## src/rtl/ser_pkg.sv

```systemverilog
// Shared types and constants for the serializer transmitter.
package ser_pkg;
   localparam int DEFAULT_WIDTH = 4;

   typedef enum logic {
      IDLE  = 1'b0,
      SHIFT = 1'b1
   } state_t;
endpackage

```

## src/rtl/serializer_tx_if.sv

```systemverilog
// Load handshake and serial output bundle for serializer_tx.
interface serializer_tx_if import ser_pkg::*; #(
   parameter int WIDTH = DEFAULT_WIDTH
) ();
   logic             load_valid;
   logic             load_ready;
   logic [WIDTH-1:0] d;
   logic             sout;
   logic             sframe;
   logic             done;

   modport master (output load_valid, d, input load_ready, sout, sframe, done);
   modport slave  (input load_valid, d, output load_ready, sout, sframe, done);
endinterface

```

## src/rtl/ff_ar_en.sv

```systemverilog
// Enabled register with asynchronous active-high clear.
module ff_ar_en #(
   parameter int W = 1
) (
   input  logic         clk,
   input  logic         rst,
   input  logic         en,
   input  logic [W-1:0] d,
   output logic [W-1:0] q
);
   always_ff @(posedge clk or posedge rst) begin
      if (rst)     q <= '0;
      else if (en) q <= d;
   end
endmodule

```

## src/rtl/serializer_tx.sv

```systemverilog
// Parallel-to-serial transmitter, one bit per cycle after a load handshake.
// Define SERIALIZER_TX_PARITY_EN to append an even-parity bit to each frame.
module serializer_tx import ser_pkg::*; #(
   parameter int WIDTH     = DEFAULT_WIDTH,
   parameter bit MSB_FIRST = 1'b1
) (
   input logic            clk,
   input logic            reset,
   serializer_tx_if.slave bus
);
`ifdef SERIALIZER_TX_PARITY_EN
   localparam int FLEN = WIDTH + 1;
`else
   localparam int FLEN = WIDTH;
`endif
   localparam int            CW   = $clog2(WIDTH + 2);
   localparam logic [CW-1:0] LAST = CW'(FLEN - 1);

   state_t          r_state;
   logic [CW-1:0]   r_cnt;
   logic            r_done;
   logic [FLEN-1:0] r_sr;
   logic            w_xfer;
   logic            w_en;
   logic [FLEN-1:0] w_frame;
   logic [FLEN-1:0] w_shift;
   logic [FLEN-1:0] w_sr_d;

   assign bus.load_ready = (r_state == IDLE) && !reset;
   assign w_xfer         = bus.load_valid && bus.load_ready;
   assign w_en           = w_xfer || (r_state == SHIFT);

   // The whole frame (parity included) is loaded at once; zeros shift in behind
   // it, so the register is empty again by the time the frame ends.
   always_comb begin
      w_frame = '0;
      w_shift = '0;
`ifdef SERIALIZER_TX_PARITY_EN
      if (MSB_FIRST) w_frame = {bus.d, ^bus.d};
      else           w_frame = {^bus.d, bus.d};
`else
      w_frame = bus.d;
`endif
      if (MSB_FIRST) w_shift = {r_sr[FLEN-2:0], 1'b0};
      else           w_shift = {1'b0, r_sr[FLEN-1:1]};
   end

   assign w_sr_d = w_xfer ? w_frame : w_shift;

   ff_ar_en #(.W(FLEN)) u_sr (
      .clk (clk),
      .rst (reset),
      .en  (w_en),
      .d   (w_sr_d),
      .q   (r_sr)
   );

   always_ff @(posedge clk or posedge reset) begin
      if (reset) begin
         r_state <= IDLE;
         r_cnt   <= '0;
         r_done  <= 1'b0;
      end else begin
         case (r_state)
            IDLE: begin
               r_done <= 1'b0;
               if (w_xfer) begin
                  r_state <= SHIFT;
                  r_cnt   <= '0;
               end
            end
            SHIFT: begin
               if (r_cnt == LAST) begin
                  r_state <= IDLE;
                  r_done  <= 1'b0;
               end else begin
                  r_cnt  <= r_cnt + CW'(1);
                  r_done <= ((r_cnt + CW'(1)) == LAST);
               end
            end
            default: r_state <= IDLE;
         endcase
      end
   end

   assign bus.sout   = MSB_FIRST ? r_sr[FLEN-1] : r_sr[0];
   assign bus.sframe = (r_state == SHIFT);
   assign bus.done   = r_done;
endmodule

```

## src/flat_wrapper.sv

```systemverilog
// flat-port wrapper written by rule: the top's interface ports become plain ports
module serializer_tx_flat import ser_pkg::*;
#(
   parameter int WIDTH     = DEFAULT_WIDTH,
   parameter bit MSB_FIRST = 1'b1
)
  (clk, reset, bus_load_valid, bus_d, bus_load_ready, bus_sout, bus_sframe, bus_done);
  serializer_tx_if #(.WIDTH(WIDTH)) bus_i ();
  input logic clk;
  input logic reset;
  input wire logic [$bits(bus_i.load_valid)-1:0] bus_load_valid;
  input wire logic [$bits(bus_i.d)-1:0] bus_d;
  output wire logic [$bits(bus_i.load_ready)-1:0] bus_load_ready;
  output wire logic [$bits(bus_i.sout)-1:0] bus_sout;
  output wire logic [$bits(bus_i.sframe)-1:0] bus_sframe;
  output wire logic [$bits(bus_i.done)-1:0] bus_done;
  assign bus_i.load_valid = bus_load_valid;
  assign bus_i.d = bus_d;
  assign bus_load_ready = bus_i.load_ready;
  assign bus_sout = bus_i.sout;
  assign bus_sframe = bus_i.sframe;
  assign bus_done = bus_i.done;
  serializer_tx #(.WIDTH(WIDTH), .MSB_FIRST(MSB_FIRST)) u_core (.clk(clk), .reset(reset), .bus(bus_i));
endmodule
```

## config.mk

```make
export PLATFORM = sky130hd
export DESIGN_NAME = serializer_tx_flat
export DESIGN_NICKNAME = d
export VERILOG_FILES = /design/src/rtl/ser_pkg.sv /design/src/rtl/serializer_tx_if.sv /design/src/rtl/ff_ar_en.sv /design/src/rtl/serializer_tx.sv /design/src/flat_wrapper.sv
export SDC_FILE = /design/constraint.sdc
export NUM_CORES = 1
export LEC_CHECK = 0
export ABC_CLOCK_PERIOD_IN_PS = 1400
export CORE_AREA = 2 2 39 41
export DETAILED_ROUTE_END_ITERATION = 8
export DIE_AREA = 0 0 41 43
export SLEW_MARGIN = 40
export SYNTH_ARGS = -nofsm -noshare
export SYNTH_HDL_FRONTEND = slang
export SYNTH_HIERARCHICAL = 1
export SYNTH_SLANG_ARGS = --single-unit
```

## constraint.sdc

```tcl
create_clock -name clk -period 1.4 [get_ports clk]
set_clock_uncertainty 0.05 [all_clocks]
set_input_delay 0.21 -clock clk [delete_from_list [all_inputs] [get_ports clk]]
set_output_delay 0.21 -clock clk [all_outputs]
set_load 0.02 [all_outputs]
```

==> results.yml <==
global_route:
  number_of_antenna_violations_at_the_first_check_in_global_routing: 0
  globalRouteTotalUtil_pct: 13.71
  via_count_of_the_first_global_routing_pass: 357
  grt_overflow_total: 0
  grt_use_met3_pct: 7.853
  gr-max-usage-layer: "met2"
  grt_start_max_net_pins: 6
  grt_pass1_wl_mm: 1.483
  met1_track_usage_gr_pct: 14.67
  grtUsageMet2_pct: 20.00
cells_and_area:
  multiInputGateArea_um2: 264.0
  layout.filler_cells: 129
  n_antenna_cell: 0
  area_growth_syn_to_layout_pct: 47.38
  sequential_cell_area_um2: 226.5
  numnets_final: 72
  final_cells: 77
  layout-drive-gt1-share_pct: 44.26
route:
  post_drt_via_cell_ratio: 4.338
  drc: 0
  route.vias.total: 334
  dr.pass1.iters: 4
  wl_um: 878
  first_iter_violations: 1
  routedWlPerCell_um: 11.40
  postRouteAntennaNets: 0
die:
  chipHeight_um: 43
  pin_count: 11
  die_width_um: 41
  die-area_um2: 1763
  core_area_um2: 1384
  floorplan.rows: 14
  start_util_pct: 34.54
logic_synthesis:
  synth_async_sr_flop_share_pct: 100.0
  syn_avg_cell_area_um2: 12.26
  synth_cells: 39
  synth-edff-count: 0
  synth.ff_latch_count: 9
  postSynthNetCount: 49
  synth_top_cells_by_count: "9 x sky130_fd_sc_hd__dfrtp_1, 7 x sky130_fd_sc_hd__mux2_2, 5 x sky130_fd_sc_hd__inv_1"
  synth-main-ff-cell: "sky130_fd_sc_hd__dfrtp_1"
  synth_seq_area_share_pct: 47.12
  synth_area_um2: 478.0
  synth.most_common_cell: "sky130_fd_sc_hd__dfrtp_1"
  ys.warnings.count: 6
  yosysUniqueCellTypes: 16
  synth_top_area_share_pct: 47.12
  synth.largest_area_cell: "sky130_fd_sc_hd__dfrtp_1"
  netlist_top_cells_area: "sky130_fd_sc_hd__dfrtp_1 47%, sky130_fd_sc_hd__mux2_2 16%, sky130_fd_sc_hd__ha_1 7.9%"
clocking:
  clock-sinks: 9
  clock_slew_seen_by_the_registers_of_the_worst_setup_and_hold_paths_ns: 0.06
  clock_tree_from_tritoncts: "done"
  ctsLongestPathBuffers: 2
  cts_root_buf: "sky130_fd_sc_hd__clkbuf_4"
  numCtsBuffers: 3
  htree_num_levels: 1
  worst_skew_pair.late_latency_ns: 0.26
run:
  max_cap_violations: 0
sta:
  rsz_0062_raised_after_global_routing: "yes"
  timing_max_transition_violations_final: 0
  highest_attainable_clock_frequency_mhz: 664.9
  post_route_minimum_period_ns: 1.504
  tightestPinTransition_ns: 0.3086
  timing.max_slew.rel_slack_pct: 79.40
  setup_viol: 3
  finalWorstSetupSlack_ns: -0.1040
  post_route_clock_period_utilization_pct: 107.4
  final_hold_violation_count: 0
  final.setup.tns_ns: -0.3005
setup_path:
  criticalPathCategory: "primary input to flip-flop"
  path_cells: "clkdlybuf4s50_1 -> nor3b_4 -> mux2_4 -> mux2_2"
  ff2ff_setup_slack_ns: -0.09
  critical_path.max_stage_delay_ns: 0.48
  rr_endpoint: "u_core/u_sr/q[1]$_DFFE_PP0P_"
  worstRegToRegCells: 3
  r2r_start: "u_core/bus.sframe$_DFF_PP0_"
  crit_fanout: 5
  worst_setup_path_start_kind: "primary input"
  timing.critical_path.to_type: "flip-flop"
  worstPathRequired_ns: 1.49
  timing.critical_path.slowest_stage_cell: "sky130_fd_sc_hd__clkdlybuf4s50_1"
  arrival_ns: 1.60
place:
  port_buffer_cells: 10
  place.detailed.hpwl_um: 630.6
  placed_cells: 69
  gpl.final_weighted_congestion: 0.6097
hold_path:
  worstHoldPathType: "primary input to asynchronous set/reset pin"
power:
  power_density_over_the_cells_nw_per_um2: 1975
  leakagePower_uw: 0.0003574
  worst_ir_drop_vdd_mv: 0.8931
  power_uw: 1391
status:
  violations: "negative setup slack"
  run_status: "finished with violations"
[report_power, final]
part | switching [uW] | internal (uW)
sequential | 65.5 | 371
clock | 91.2 | 110
combinational | 324 | 430
[cell type report]
cell class,instances,area share (%)
multi-input cells,25,37.48
repair buffers,18,21.14
clock buffers,4,3.730
well taps,16,2.842
inverters,5,2.664
flip-flops and latches,9,32.15
[per-layer routing]
metal	vias to the layer above	wire length, um
met2	8	428
li1	173	-
met1	151	391
met4	0	10
met5	-	0
met3	2	49
[kinds of logic (layout without fill, tap and decap cells)]
logic type                 Yosys count  count (layout)  share of synthesized area (%)
DFF                                  9               9                          47.12
adders and majority gates            3               3                          7.854
AOI/OAI and AO/OA                    3               3                          5.498
buffers and inverters                5              27                          3.927
and+or+nand+nor                     11              11                          17.02
muxes                                8               8                          18.59
[worst max path at each step]
stage / slack, ns / startpoint / end
global route: -0.15 / u_core/bus.sframe$_DFF_PP0_ / u_core/u_sr/q[1]$_DFFE_PP0P_
detailed placement: -0.44 / reset / u_core/u_sr/q[2]$_DFFE_PP0P_
finish: -0.10 / bus_load_valid / u_core/u_sr/q[1]$_DFFE_PP0P_
floorplan: -0.10 / u_core/bus.sframe$_DFF_PP0_ / u_core/u_sr/q[1]$_DFFE_PP0P_
CTS: -0.12 / u_core/bus.sframe$_DFF_PP0_ / u_core/u_sr/q[2]$_DFFE_PP0P_
global placement: -0.41 / reset / u_core/u_sr/q[2]$_DFFE_PP0P_
[placed cells by master (no fill, tap or decap), drive strengths merged, types with 2 or more instances in the layout]
cell / synthesis / layout
clkdlybuf4s50: 0 / 5
nand2b: 2 / 2
buf: 0 / 7
dfrtp: 9 / 9
mux2: 7 / 7
nor2: 3 / 3
ha: 3 / 3
clkbuf: 0 / 6
inv: 5 / 5
dlygate4sd2: 0 / 3
[worst max-delay path: cells and delay by family]
kind | cells | cell delay (ns)
mux | 2 | 0.59
simple gates | 1 | 0.32
buf+inv | 1 | 0.48
[stage by stage]
stage / area, um2 / setup slack (ns) / util [%] / hold WS (ns)
floorplan: 479.2 / -0.1010 / - / -0.07392
finish: 704.4 / -0.1040 / 50.90 / 0.08291
CTS: 668.1 / -0.1152 / 48.28 / 0.07939
global placement: 629.4 / -0.4093 / 45.48 / 0.4437
global route: 704.4 / -0.1462 / 50.90 / 0.1131
detailed placement: 629.4 / -0.4404 / 45.48 / 0.4453
[registers in the layout, indices dropped and copies added, names as in the netlist]
| name | cells |
|---|---|
| u_core/bus.done | 1 |
| u_core/bus.sframe | 1 |
| u_core/r_cnt | 3 |
| u_core/u_sr/q | 4 |
[what timing repair did]
| action | 4_1_cts | 5_1_grt |
|---|---|---|
| hold endpoints to repair | 4 | 0 |
| pin swaps | 1 | 2 |
| setup buffers | 1 | 2 |
| gates resized for setup | 6 | 10 |
| hold buffers | 1 | 0 |
| endpoints found under the setup margin | 7 | 8 |
| cloned | 0 | 0 |
(Power assumes the default switching activity.)
